## config.mk

```make
export PLATFORM = sky130hd
export DESIGN_NAME = data_mem_ctrl
export DESIGN_NICKNAME = d
export VERILOG_FILES = /design/src/rtl/data_mem_ctrl.sv
export SDC_FILE = /design/constraint.sdc
export NUM_CORES = 1
export LEC_CHECK = 0
export ABC_AREA = 1
export BUFFER_PORTS_ARGS = -buffer_cell sky130_fd_sc_hd__buf_2
export CAP_MARGIN = 20
export CORE_ASPECT_RATIO = 0.6
export CORE_MARGIN = 5
export CORE_UTILIZATION = 40
export CTS_BUF_LIST = sky130_fd_sc_hd__clkbuf_2
export CTS_CLUSTER_DIAMETER = 40
export DETAILED_ROUTE_END_ITERATION = 12
export PLACE_DENSITY = 0.81
export SETUP_SLACK_MARGIN = 0.05
export SKIP_CTS_REPAIR_TIMING = 1
export SLEW_MARGIN = 20
export SYNTH_ARGS = -nofsm -noshare
export SYNTH_HDL_FRONTEND = slang
export SYNTH_SLANG_ARGS = --single-unit
```

## constraint.sdc

```tcl
create_clock -name clk -period 1.5 [get_ports clk]
set_input_delay 0.075 -clock clk [delete_from_list [all_inputs] [get_ports clk]]
set_output_delay 0.075 -clock clk [all_outputs]
set_load 0.01 [all_outputs]
```

## src/rtl/data_mem_ctrl.sv

```systemverilog
// Multi-cycle load/store sequencer in front of the L1/L2/L3/main-memory hierarchy.
// Optional access counters are built when DATA_MEM_CTRL_PERF_EN is defined.
module data_mem_ctrl #(
    parameter int L1_LAT  = 1,
    parameter int L2_LAT  = 4,
    parameter int L3_LAT  = 10,
    parameter int MEM_LAT = 50
) (
    input  logic        clk,
    input  logic        rst,
    input  logic        req_valid_i,
    output logic        req_ready_o,
    input  logic [31:0] addr_i,
    input  logic        wr_en_i,
    input  logic [31:0] wr_data_i,
    input  logic [3:0]  byte_en_i,
    output logic [31:0] mem_addr_o,
    output logic        mem_wr_en_o,
    output logic [31:0] mem_wr_data_o,
    output logic [3:0]  mem_byte_en_o,
    input  logic        l1_hit_i,
    input  logic        l2_hit_i,
    input  logic        l3_hit_i,
    input  logic [31:0] mem_rd_data_i,
    output logic        stall_o,
    output logic        rsp_valid_o,
    output logic [31:0] rd_data_o,
    output logic [31:0] perf_l1_o,
    output logic [31:0] perf_l2_o,
    output logic [31:0] perf_l3_o,
    output logic [31:0] perf_mem_o
);

    typedef enum logic [1:0] {IDLE, LOOKUP, WAIT, RESP} state_t;

    state_t      r_state;
    state_t      w_next;
    logic [31:0] r_addr;
    logic [31:0] r_wr_data;
    logic [31:0] r_rd_data;
    logic        r_wr_en;
    logic [3:0]  r_byte_en;
    logic [7:0]  r_cnt;
    logic [7:0]  w_lat;
    logic [1:0]  w_lvl;
    logic        w_done;

    // Level index 0..3 = L1, L2, L3, main memory; lowest hitting level wins.
    always_comb begin
        // NOTE: every combinational output gets a default first so no path infers a latch.
        w_lvl = 2'd3;
        if (l1_hit_i)      w_lvl = 2'd0;
        else if (l2_hit_i) w_lvl = 2'd1;
        else if (l3_hit_i) w_lvl = 2'd2;
        case (w_lvl)
            2'd0:    w_lat = 8'(L1_LAT);
            2'd1:    w_lat = 8'(L2_LAT);
            2'd2:    w_lat = 8'(L3_LAT);
            default: w_lat = 8'(MEM_LAT);
        endcase
    end

    assign w_done = (r_state == WAIT) && (r_cnt == 8'd0);

    always_comb begin
        w_next = r_state;
        case (r_state)
            IDLE:    if (req_valid_i) w_next = LOOKUP;
            LOOKUP:  w_next = WAIT;
            WAIT:    if (w_done) w_next = RESP;
            RESP:    w_next = IDLE;
            default: w_next = IDLE;
        endcase
    end

    // NOTE: sequential state uses non-blocking assignments so every register samples pre-edge values.
    always_ff @(posedge clk) begin
        if (rst) r_state <= IDLE;
        else     r_state <= w_next;
    end

    always_ff @(posedge clk) begin
        if (rst) begin
            r_addr    <= '0;
            r_wr_en   <= 1'b0;
            r_wr_data <= '0;
            r_byte_en <= '0;
            r_cnt     <= '0;
            r_rd_data <= '0;
        end else begin
            if (r_state == IDLE && req_valid_i) begin
                r_addr    <= addr_i;
                r_wr_en   <= wr_en_i;
                r_wr_data <= wr_data_i;
                r_byte_en <= byte_en_i;
            end
            if (r_state == LOOKUP)
                r_cnt <= w_lat - 8'd1;
            else if (r_state == WAIT && r_cnt != 8'd0)
                r_cnt <= r_cnt - 8'd1;
            if (w_done && !r_wr_en)
                r_rd_data <= mem_rd_data_i;
        end
    end

    assign req_ready_o   = (r_state == IDLE);
    assign stall_o       = (r_state == LOOKUP) || (r_state == WAIT) ||
                           ((r_state == IDLE) && req_valid_i);
    assign rsp_valid_o   = (r_state == RESP);
    // A reset landing on the commit cycle must not leak a write to the hierarchy.
    assign mem_wr_en_o   = w_done && r_wr_en && !rst;
    assign mem_addr_o    = r_addr;
    assign mem_wr_data_o = r_wr_data;
    assign mem_byte_en_o = r_byte_en;
    assign rd_data_o     = r_rd_data;

`ifdef DATA_MEM_CTRL_PERF_EN
    logic [31:0] r_perf [4];

    always_ff @(posedge clk) begin
        if (rst) begin
            // NOTE: the counter array is small and architecturally visible, so it is reset explicitly.
            for (int i = 0; i < 4; i++) r_perf[i] <= '0;
        end else if (r_state == LOOKUP && r_perf[w_lvl] != 32'hFFFF_FFFF) begin
            r_perf[w_lvl] <= r_perf[w_lvl] + 32'd1;
        end
    end

    assign perf_l1_o  = r_perf[0];
    assign perf_l2_o  = r_perf[1];
    assign perf_l3_o  = r_perf[2];
    assign perf_mem_o = r_perf[3];
`else
    assign perf_l1_o  = '0;
    assign perf_l2_o  = '0;
    assign perf_l3_o  = '0;
    assign perf_mem_o = '0;
`endif

endmodule

```

==> impl_metrics.py, run 1 <==
metrics = {
    "run_status": {
        "status": "finished, violations left",
        "violations": "negative setup slack",
    },
    "global_route": {
        "grt_pass1_wl_mm": 18.9,
        "grtUsageTotal_pct": 14.8,
        "grt_pass1_vias": 3791,
        "grt_max_degree": 110,
        "overflow": 0,
        "antenna_found_initial": 0,
    },
    "yosys": {
        "yosysSeqAreaShare_pct": 42.6,
        "async_reset_ff_share_pct": 0,
        "yosys.area_share.xor_xnor_pct": 0.168,
        "ys_ff_latch": 111,
        "syn_area_sq_um": 5220,
        "synthMuxAreaShare_pct": 0,
        "postSynthCellCount": 677,
        "yosys.area_share.simple_pct": 15.2,
        "synth_edf_count": 0,
        "synth_cell_types": 31,
        "synthFlopType": "dfxtp_1",
        "synth_area_per_cell_sq_um": 7.71,
        "synth_top_family_by_area": "buffers and inverters",
        "yosysWarnings": 0,
        "synth_adder_area_share_pct": 1.20,
        "synth-compound-area-share_pct": 15.0,
    },
    "sta": {
        "finalHoldViolCount": 0,
        "final-max-slew-violation-count": 0,
        "rsz0062_at_grt": "yes",
        "fin_skew_ns": 0.0257,
        "timing.final.crit_share_pct": 119,
        "clock.fmax_mhz": 562,
        "layout_setup_ws_ns": -0.278,
        "finalCriticalPeriod_ns": 1.78,
        "finalSetupViolCount": 7,
    },
    "cells_and_area": {
        "final_layout_size_suffix_gt1_share_pct": 30.0,
        "final_common_cell": "buf_2",
        "final_cell_mix": "buf_2, nor2_1, conb_1",
        "fill_cells": 1108,
        "syn_to_final_growth_pct": 42.3,
        "nets": 1106,
        "layoutNonFillerInstCount": 1168,
        "diodes": 0,
    },
    "setup_path": {
        "crit_buf_inv": 1,
        "cp.required_ns": 1.42,
        "slowest_delay_ns": 0.43,
        "criticalPathCategory": "flip-flop to output pin",
        "endpoint": "mem_wr_en_o",
        "cpMaxStageDelayCell": "dfxtp_1",
        "crit_cells": 6,
        "crit_path_frequent_cell": "nor2_4",
        "cp-start-kind": "flip-flop",
        "crit_arrival_ns": 1.70,
        "r2r-start": "r_state[1]$_SDFFE_PP0P_",
        "path_max_fanout": 3,
        "end_kind": "output pin",
        "r2r_end": "r_cnt[6]$_SDFFE_PP0P_",
        "path_cells": "nor2_4 > nand2_2 > nor2_4 > nand2_1 > nor3_1 > buf_2",
        "critical-path-top-delay-family": "simple AND/OR/NAND/NOR gates",
        "r2r.worst_path.cells": 12,
        "r2r_slack_ns": -0.15,
        "cp-startpoint": "r_cnt[2]$_SDFFE_PP0P_",
    },
    "job": {
        "drv_cap": 0,
    },
    "floorplanning": {
        "rows": 32,
        "die_w_microns": 157,
        "coreArea_sq_um": 12800,
        "fp.dieArea_sq_um": 15500,
        "start_util_pct": 40.8,
        "num_io_pins": 339,
        "dieHeight_microns": 98.5,
    },
    "place": {
        "hpwl_mm": 9.85,
        "place_inst": 1040,
        "gp_congestion": 0.925,
        "io_buffers": 210,
    },
    "clock_tree": {
        "htreeDepth": 3,
        "cts-root-buf": "clkbuf_2",
        "cts_buffer_depth": 2,
        "cts-buffers-inserted": 9,
        "cts_tree": "done",
        "clock_latency_ns": 0.55,
        "clock-sinks": 111,
        "clk_pin_slew_ns": 0.31,
    },
    "min_path": {
        "hold_path_depth": 3,
        "hold_path.class": "input port to flip-flop",
    },
    "drt": {
        "wl_mm": 16.2,
        "drt_pass1_iterations": 6,
        "avgRoutedWirePerCell_microns": 13.9,
        "drt-initial-drc-count": 305,
        "ant_nets": 0,
        "drc_errors": 0,
        "vias_per_cell": 4.31,
        "dr_total_vias": 5036,
    },
    "power": {
        "power_density_nw_per_um2": 1610,
        "leakage_uw": 0.00369,
        "p_total_uw": 11900,
        "ir_drop_mv": 0.922,
    },
}
cells by family after synthesis:
group	after synthesis
compound gates	151
xor+xnor	1
fa+ha+maj	5
buf+inv	211
flops	111
other cells	1
simple gates	197
worst min-delay path, stage by stage:
cell and delay, ns:
dlygate4sd3_1 0.52, buf_2 0.16, nor2_1 0.06
cells in the mapped netlist, types with 2 or more instances:
library cell	n	area (sq um)
nor2_1	151	567
nor3_1	2	10.0
nand2_1	27	101
a21oi_1	34	170
o21ai_2	3	26.3
o21ai_0	81	405
dfxtp_1	111	2220
a21oi_2	4	35.0
buf_6	7	78.8
nand2_2	2	12.5
nand3_1	6	30.0
buf_2	7	35.0
o21ai_1	27	135
inv_1	47	176
buf_4	129	968
clkbuf_1	16	60.1
inv_2	2	7.51
nor2_2	4	25.0
ha_1	5	62.6
stage by stage:
| stage | util (%) | setup WS [ns] | hold WS, ns | setup TNS [ns] | instance area, sq um |
|---|---|---|---|---|---|
| after floorplan | - | 0.0323 | 0.144 | 0 | 5750 |
| after global placement | 47.3 | 0.0139 | 0.323 | 0 | 6060 |
| after detailed placement | 47.3 | -0.0278 | 0.330 | -0.0278 | 6060 |
| after CTS | 48.1 | -0.657 | -0.388 | -1.51 | 6160 |
| after global routing | 58.0 | -0.491 | 0.165 | -2.17 | 7430 |
| final | 58.0 | -0.278 | 0.249 | -0.998 | 7430 |
worst min path at each step:
| stage | startpoint | to | slack [ns] |
|---|---|---|---|
| 2_1_floorplan | rst | r_cnt[2]$_SDFFE_PP0P_ | 0.14 |
| 3_3_place_gp | wr_data_i[11] | mem_wr_data_o[11]$_SDFFE_PP0P_ | 0.32 |
| 3_5_place_dp | wr_data_i[29] | mem_wr_data_o[29]$_SDFFE_PP0P_ | 0.33 |
| 4_1_cts | rst | r_cnt[2]$_SDFFE_PP0P_ | -0.39 |
| 5_1_grt | wr_data_i[29] | mem_wr_data_o[29]$_SDFFE_PP0P_ | 0.17 |
| 6_report | rst | r_cnt[4]$_SDFFE_PP0P_ | 0.25 |
per-layer routing:
metal  global-route usage (%)  wire [microns]
met2                     22.9            8150
met3                     5.79            1420
met1                     19.9            6540
met5                        0               0
met4                     2.64              85
where the power goes:
group | switching (uW) | total (uW) | internal (uW)
clock network | 1010 | 1250 | 239
logic | 3690 | 6370 | 2690
registers | 493 | 4320 | 3830
total | 5190 | 11900 | 6760
sequential cells by signal, summed over array words and instances (netlist names):
signal         flops
mem_wr_data_o     32
mem_addr_o        32
rd_data_o         32
mem_byte_en_o      4
r_cnt              8
r_state            2
r_wr_en            1
layout make-up:
| class | count | area [sq um] | share of cell area [%] |
|---|---|---|---|
| clock buffer | 10 | 50.0 | 0.673 |
| clock inverter | 5 | 43.8 | 0.589 |
| inverter | 50 | 200 | 2.69 |
| multi-input combinational | 482 | 2300 | 31.0 |
| sequential | 111 | 2230 | 30.0 |
| tap | 170 | 213 | 2.86 |
| timing repair buffer | 340 | 2390 | 32.2 |
Note: power is estimated with default switching activity, not from simulation.
==> run 2: changes to the inputs <==
--- a/config.mk
+++ b/config.mk
@@ -7,14 +7,12 @@
 export LEC_CHECK = 0
 export ABC_AREA = 1
 export BUFFER_PORTS_ARGS = -buffer_cell sky130_fd_sc_hd__buf_2
-export CAP_MARGIN = 20
-export CORE_ASPECT_RATIO = 0.6
-export CORE_MARGIN = 5
-export CORE_UTILIZATION = 40
+export CORE_AREA = 5 5 129 131
 export CTS_BUF_LIST = sky130_fd_sc_hd__clkbuf_2
 export CTS_CLUSTER_DIAMETER = 40
 export DETAILED_ROUTE_END_ITERATION = 12
-export PLACE_DENSITY = 0.81
+export DIE_AREA = 0 0 134 136
+export PLACE_DENSITY = 0.67
 export SETUP_SLACK_MARGIN = 0.05
 export SKIP_CTS_REPAIR_TIMING = 1
 export SLEW_MARGIN = 20
==> constraint.sdc (replaced) <==
create_clock -name clk -period 2.1 [get_ports clk]
set_input_delay 0.105 -clock clk [delete_from_list [all_inputs] [get_ports clk]]
set_output_delay 0.105 -clock clk [all_outputs]
set_load 0.01 [all_outputs]
==> impl_metrics.py, run 2 (synthesis gave the netlist of run 1 again) <==
metrics = {
    "setup_path": {
        "crit_arrival_ns": 1.88,
        "path_max_fanout": 16,
        "r2r_slack_ns": 0.25,
        "criticalPathCategory": "flip-flop to output pin",
        "r2r_end": "r_cnt[6]$_SDFFE_PP0P_",
        "endpoint": "stall_o",
        "end_kind": "output pin",
        "cp.required_ns": 2.00,
        "cp-startpoint": "r_state[0]$_SDFFE_PP0P_",
        "cp-start-kind": "flip-flop",
        "r2r.worst_path.cells": 13,
        "r2r-start": "r_state[0]$_SDFFE_PP0P_",
    },
    "min_path": {
        "hold_path_depth": 3,
        "hold_path.class": "input port to flip-flop",
    },
    "power": {
        "ir_drop_mv": 0.512,
        "p_total_uw": 7910,
        "leakage_uw": 0.00365,
        "power_density_nw_per_um2": 1080,
    },
    "floorplanning": {
        "coreArea_sq_um": 15500,
        "dieHeight_microns": 136,
        "rows": 46,
        "die_w_microns": 134,
        "num_io_pins": 339,
        "fp.dieArea_sq_um": 18200,
        "start_util_pct": 33.7,
    },
    "cells_and_area": {
        "syn_to_final_growth_pct": 39.9,
        "fill_cells": 1474,
        "final_cell_mix": "buf_2, nor2_1, conb_1",
        "final_common_cell": "buf_2",
        "nets": 1106,
        "final_layout_size_suffix_gt1_share_pct": 25.8,
        "layoutNonFillerInstCount": 1192,
        "design_area_sq_um": 7300,
    },
    "drt": {
        "drc_errors": 0,
        "vias_per_cell": 4.15,
        "avgRoutedWirePerCell_microns": 13.0,
        "drt-initial-drc-count": 168,
        "dr_total_vias": 4951,
        "drt_pass1_iterations": 5,
        "ant_nets": 0,
        "wl_mm": 15.5,
    },
    "sta": {
        "clock.fmax_mhz": 503,
        "finalSetupViolCount": 0,
        "timing.final.crit_share_pct": 94.7,
        "fin_skew_ns": 0.0207,
        "finalCriticalPeriod_ns": 1.99,
        "rsz0062_at_grt": "yes",
        "layout_setup_ws_ns": 0.111,
        "whs_ns": 0.233,
        "final-max-slew-violation-count": 0,
        "finalHoldViolCount": 0,
    },
    "place": {
        "place_area_sq_um": 5930,
        "preCtsSetupSlack_ns": 0.227,
        "place_inst": 1052,
        "hpwl_mm": 10.1,
        "io_buffers": 210,
        "gp_congestion": 0.855,
    },
    "clock_tree": {
        "cts_buffer_depth": 2,
        "cts-buffers-inserted": 9,
        "clock-sinks": 111,
        "clock_latency_ns": 0.61,
        "clk_pin_slew_ns": 0.31,
        "cts-root-buf": "clkbuf_2",
        "cts_tree": "done",
        "htreeDepth": 3,
    },
    "run_status": {
        "status": "complete, no violations",
    },
    "job": {
        "drv_cap": 0,
    },
    "global_route": {
        "grt_pass1_vias": 3889,
        "antenna_found_initial": 1,
        "grt_pass1_wl_mm": 19.7,
        "grtUsageTotal_pct": 13.6,
        "overflow": 0,
        "grt_max_degree": 57,
    },
}
[run 2: layout make-up]
| class | count | area, sq um | share of cell area, % |
|---|---|---|---|
| inverter | 50 | 198 | 2.71 |
| timing repair buffer | 340 | 2370 | 32.4 |
| clock inverter | 7 | 71.3 | 0.977 |
| antenna | 1 | 2.50 | 0.0343 |
| sequential | 111 | 2220 | 30.5 |
| clock buffer | 9 | 45.0 | 0.617 |
| multi-input combinational | 482 | 2150 | 29.5 |
| tap | 192 | 240 | 3.29 |
[run 2: routing by layer]
| metal | up-vias | wire, microns | track usage [%] |
|---|---|---|---|
| li1 | 2510 | - | - |
| met1 | 2215 | 6150 | 16.2 |
| met2 | 210 | 7770 | 22.8 |
| met3 | 16 | 1300 | 4.44 |
| met4 | 0 | 249 | 5.37 |
| met5 | - | 0 | 0 |
[run 2: power breakdown]
part           leakage [uW]  switching, uW  internal (uW)  total (uW)
registers          0.000913            321           2730        3050
clock network     0.0000680            752            279        1030
logic               0.00267           2300           1530        3830
total               0.00365           3370           4540        7910
[run 2: how the worst min path moves through the flow]
| stage | start | to |
|---|---|---|
| after floorplan | rst | r_cnt[2]$_SDFFE_PP0P_ |
| after detailed placement | rst | r_cnt[2]$_SDFFE_PP0P_ |
| final | rst | r_cnt[4]$_SDFFE_PP0P_ |
| after global placement | rst | r_cnt[2]$_SDFFE_PP0P_ |
| after global routing | rst | r_cnt[2]$_SDFFE_PP0P_ |
| after CTS | rst | r_cnt[2]$_SDFFE_PP0P_ |
[run 2: stage by stage]
step | util (%) | TNS (ns)
finish | 47.2 | 0
detailed placement | 38.3 | 0
CTS | 39.1 | -0.201
global placement | 38.3 | 0
global route | 47.2 | -0.0165
floorplan | - | 0
[run 2: worst max-delay path: stages, from the launching register on]
cell and delay [ns]:
dfxtp_2 0.42, inv_1 0.09, ha_4 0.19, nand2_4 0.10, inv_6 0.07, or2_2 0.27
buf_2 0.15
==> run 3: changes to the inputs <==
--- a/config.mk
+++ b/config.mk
@@ -7,12 +7,11 @@
 export LEC_CHECK = 0
 export ABC_AREA = 1
 export BUFFER_PORTS_ARGS = -buffer_cell sky130_fd_sc_hd__buf_2
-export CORE_AREA = 5 5 129 131
+export CORE_AREA = 3 3 130 132
 export CTS_BUF_LIST = sky130_fd_sc_hd__clkbuf_2
 export CTS_CLUSTER_DIAMETER = 40
 export DETAILED_ROUTE_END_ITERATION = 12
-export DIE_AREA = 0 0 134 136
-export PLACE_DENSITY = 0.67
+export DIE_AREA = 0 0 133 135
 export SETUP_SLACK_MARGIN = 0.05
 export SKIP_CTS_REPAIR_TIMING = 1
 export SLEW_MARGIN = 20
==> constraint.sdc (replaced) <==
create_clock -name clk -period 2.5 [get_ports clk]
set_input_delay 0.125 -clock clk [delete_from_list [all_inputs] [get_ports clk]]
set_output_delay 0.125 -clock clk [all_outputs]
set_load 0.01 [all_outputs]
==> impl_metrics.py, run 3 (synthesis gave the netlist of run 1 again) <==
metrics = {
    "place": {
        "preCtsSetupSlack_ns": 0.593,
        "place_inst": 1075,
        "io_buffers": 210,
        "hpwl_mm": 9.38,
        "gp_congestion": 0.818,
    },
    "drt": {
        "vias_per_cell": 4.07,
        "wl_mm": 14.8,
        "drt-initial-drc-count": 118,
        "drc_errors": 0,
        "drt_pass1_iterations": 4,
        "ant_nets": 0,
        "avgRoutedWirePerCell_microns": 12.1,
        "dr_total_vias": 4966,
    },
    "setup_path": {
        "criticalPathCategory": "flip-flop to flip-flop",
        "r2r_slack_ns": 0.17,
        "critical-path-top-delay-family": "buffers and inverters",
        "crit_arrival_ns": 2.92,
        "end_kind": "flip-flop",
        "cp-start-kind": "flip-flop",
        "cp.required_ns": 3.09,
        "crit_buf_inv": 3,
        "path_max_fanout": 70,
        "path_cells": "inv_1 > ha_1 > nand2_2 > buf_4 > o21ai_0 > nor2_1 > dlygate4sd3_1",
        "slowest_delay_ns": 0.58,
        "cpMaxStageDelayCell": "dlygate4sd3_1",
    },
    "power": {
        "leakage_uw": 0.00368,
        "ir_drop_mv": 0.453,
        "power_density_nw_per_um2": 896,
    },
    "job": {
        "drv_cap": 0,
    },
    "global_route": {
        "grt_max_degree": 71,
        "busiest_layer": "met2",
        "met3_usage_pct": 5.10,
        "overflow": 0,
        "grtUsageTotal_pct": 13.0,
        "grt_pass1_vias": 3724,
        "grtUsageMet1_pct": 15.3,
        "grt_use_met2_pct": 21.8,
        "grt_pass1_wl_mm": 18.9,
        "antenna_found_initial": 1,
    },
    "cells_and_area": {
        "nets": 1111,
        "layoutNonFillerInstCount": 1221,
        "final_common_cell": "buf_2",
        "syn_to_final_growth_pct": 40.6,
        "final_cell_mix": "buf_2, nor2_1, dlygate4sd3_1",
        "final_layout_size_suffix_gt1_share_pct": 25.1,
        "utilization_pct": 46.4,
    },
    "clock_tree": {
        "clk_pin_slew_ns": 0.31,
        "htreeDepth": 3,
        "clock-sinks": 111,
        "cts-buffers-inserted": 9,
        "clock_latency_ns": 0.62,
        "cts_tree": "done",
        "cts_buffer_depth": 2,
        "cts-root-buf": "clkbuf_2",
    },
    "floorplanning": {
        "die_w_microns": 133,
        "rows": 46,
        "dieHeight_microns": 135,
        "num_io_pins": 339,
        "coreArea_sq_um": 15800,
        "start_util_pct": 33.0,
        "fp.dieArea_sq_um": 18000,
    },
    "sta": {
        "clock.fmax_mhz": 429,
        "relSlewSlack_pct": 54.6,
        "fin_skew_ns": 0.0351,
        "finalSetupTns_ns": 0,
        "worstMarginPinSlew_ns": 0.681,
        "finalCriticalPeriod_ns": 2.33,
        "finalSetupViolCount": 0,
        "layout_setup_ws_ns": 0.167,
        "finalHoldViolCount": 0,
        "timing.final.crit_share_pct": 93.3,
        "rsz0062_at_grt": "no",
        "final-max-slew-violation-count": 0,
    },
    "min_path": {
        "hold_path.class": "input port to flip-flop",
    },
    "run_status": {
        "status": "complete, no violations",
    },
}
run 3: path summary, 6_finish.rpt:
| path | cells after the start | endpoint | startpoint |
|---|---|---|---|
| worst max-delay path | 7 | mem_addr_o[25]$_SDFFE_PP0P_ | r_state[0]$_SDFFE_PP0P_ |
| worst min-delay path | 4 | mem_addr_o[2]$_SDFFE_PP0P_ | addr_i[2] |
| worst max register to register | 7 | mem_addr_o[25]$_SDFFE_PP0P_ | r_state[0]$_SDFFE_PP0P_ |
| worst min register to register | 2 | rd_data_o[21]$_SDFFE_PP0P_ | rd_data_o[21]$_SDFFE_PP0P_ |
run 3: cell type report:
class                      instances  area (sq um)
timing repair buffer             345          2400
multi-input combinational        482          2130
fill                            1530          8480
clock inverter                     6          68.8
antenna                            1          2.50
clock buffer                      10          50.0
sequential                       111          2220
tap                              216           270
inverter                          50           195
run 3: through the flow:
step                hold WS (ns)  cell area, sq um  power [uW]
floorplan                  0.194              5700        4740
global placement           0.356              5930        5450
detailed placement         0.361              5930        5470
CTS                       -0.388              6050        6340
global route               0.185              7340        7150
finish                     0.273              7340        6580
run 3: routing by layer:
layer  part of all wire [%]  vias to the layer above  routed length (microns)
met5                      0                        -                        0
met4                    1.1                        0                      157
met3                    9.1                       11                     1350
met2                     49                      225                     7310
met1                     40                     2208                     5960
li1                       -                     2522                        -
run 3: power by group:
group | internal (uW) | leakage (uW) | total (uW) | switching (uW)
combinational | 1260 | 0.00269 | 3170 | 1910
clock | 241 | 0.0000725 | 853 | 612
sequential | 2290 | 0.000913 | 2560 | 271
total | 3790 | 0.00368 | 6580 | 2790
run 3: tightest hold or removal path, cell delays in order:
cell and delay (ns):
dlygate4sd3_1 0.51, buf_2 0.09, o21ai_0 0.07, nor2_1 0.07
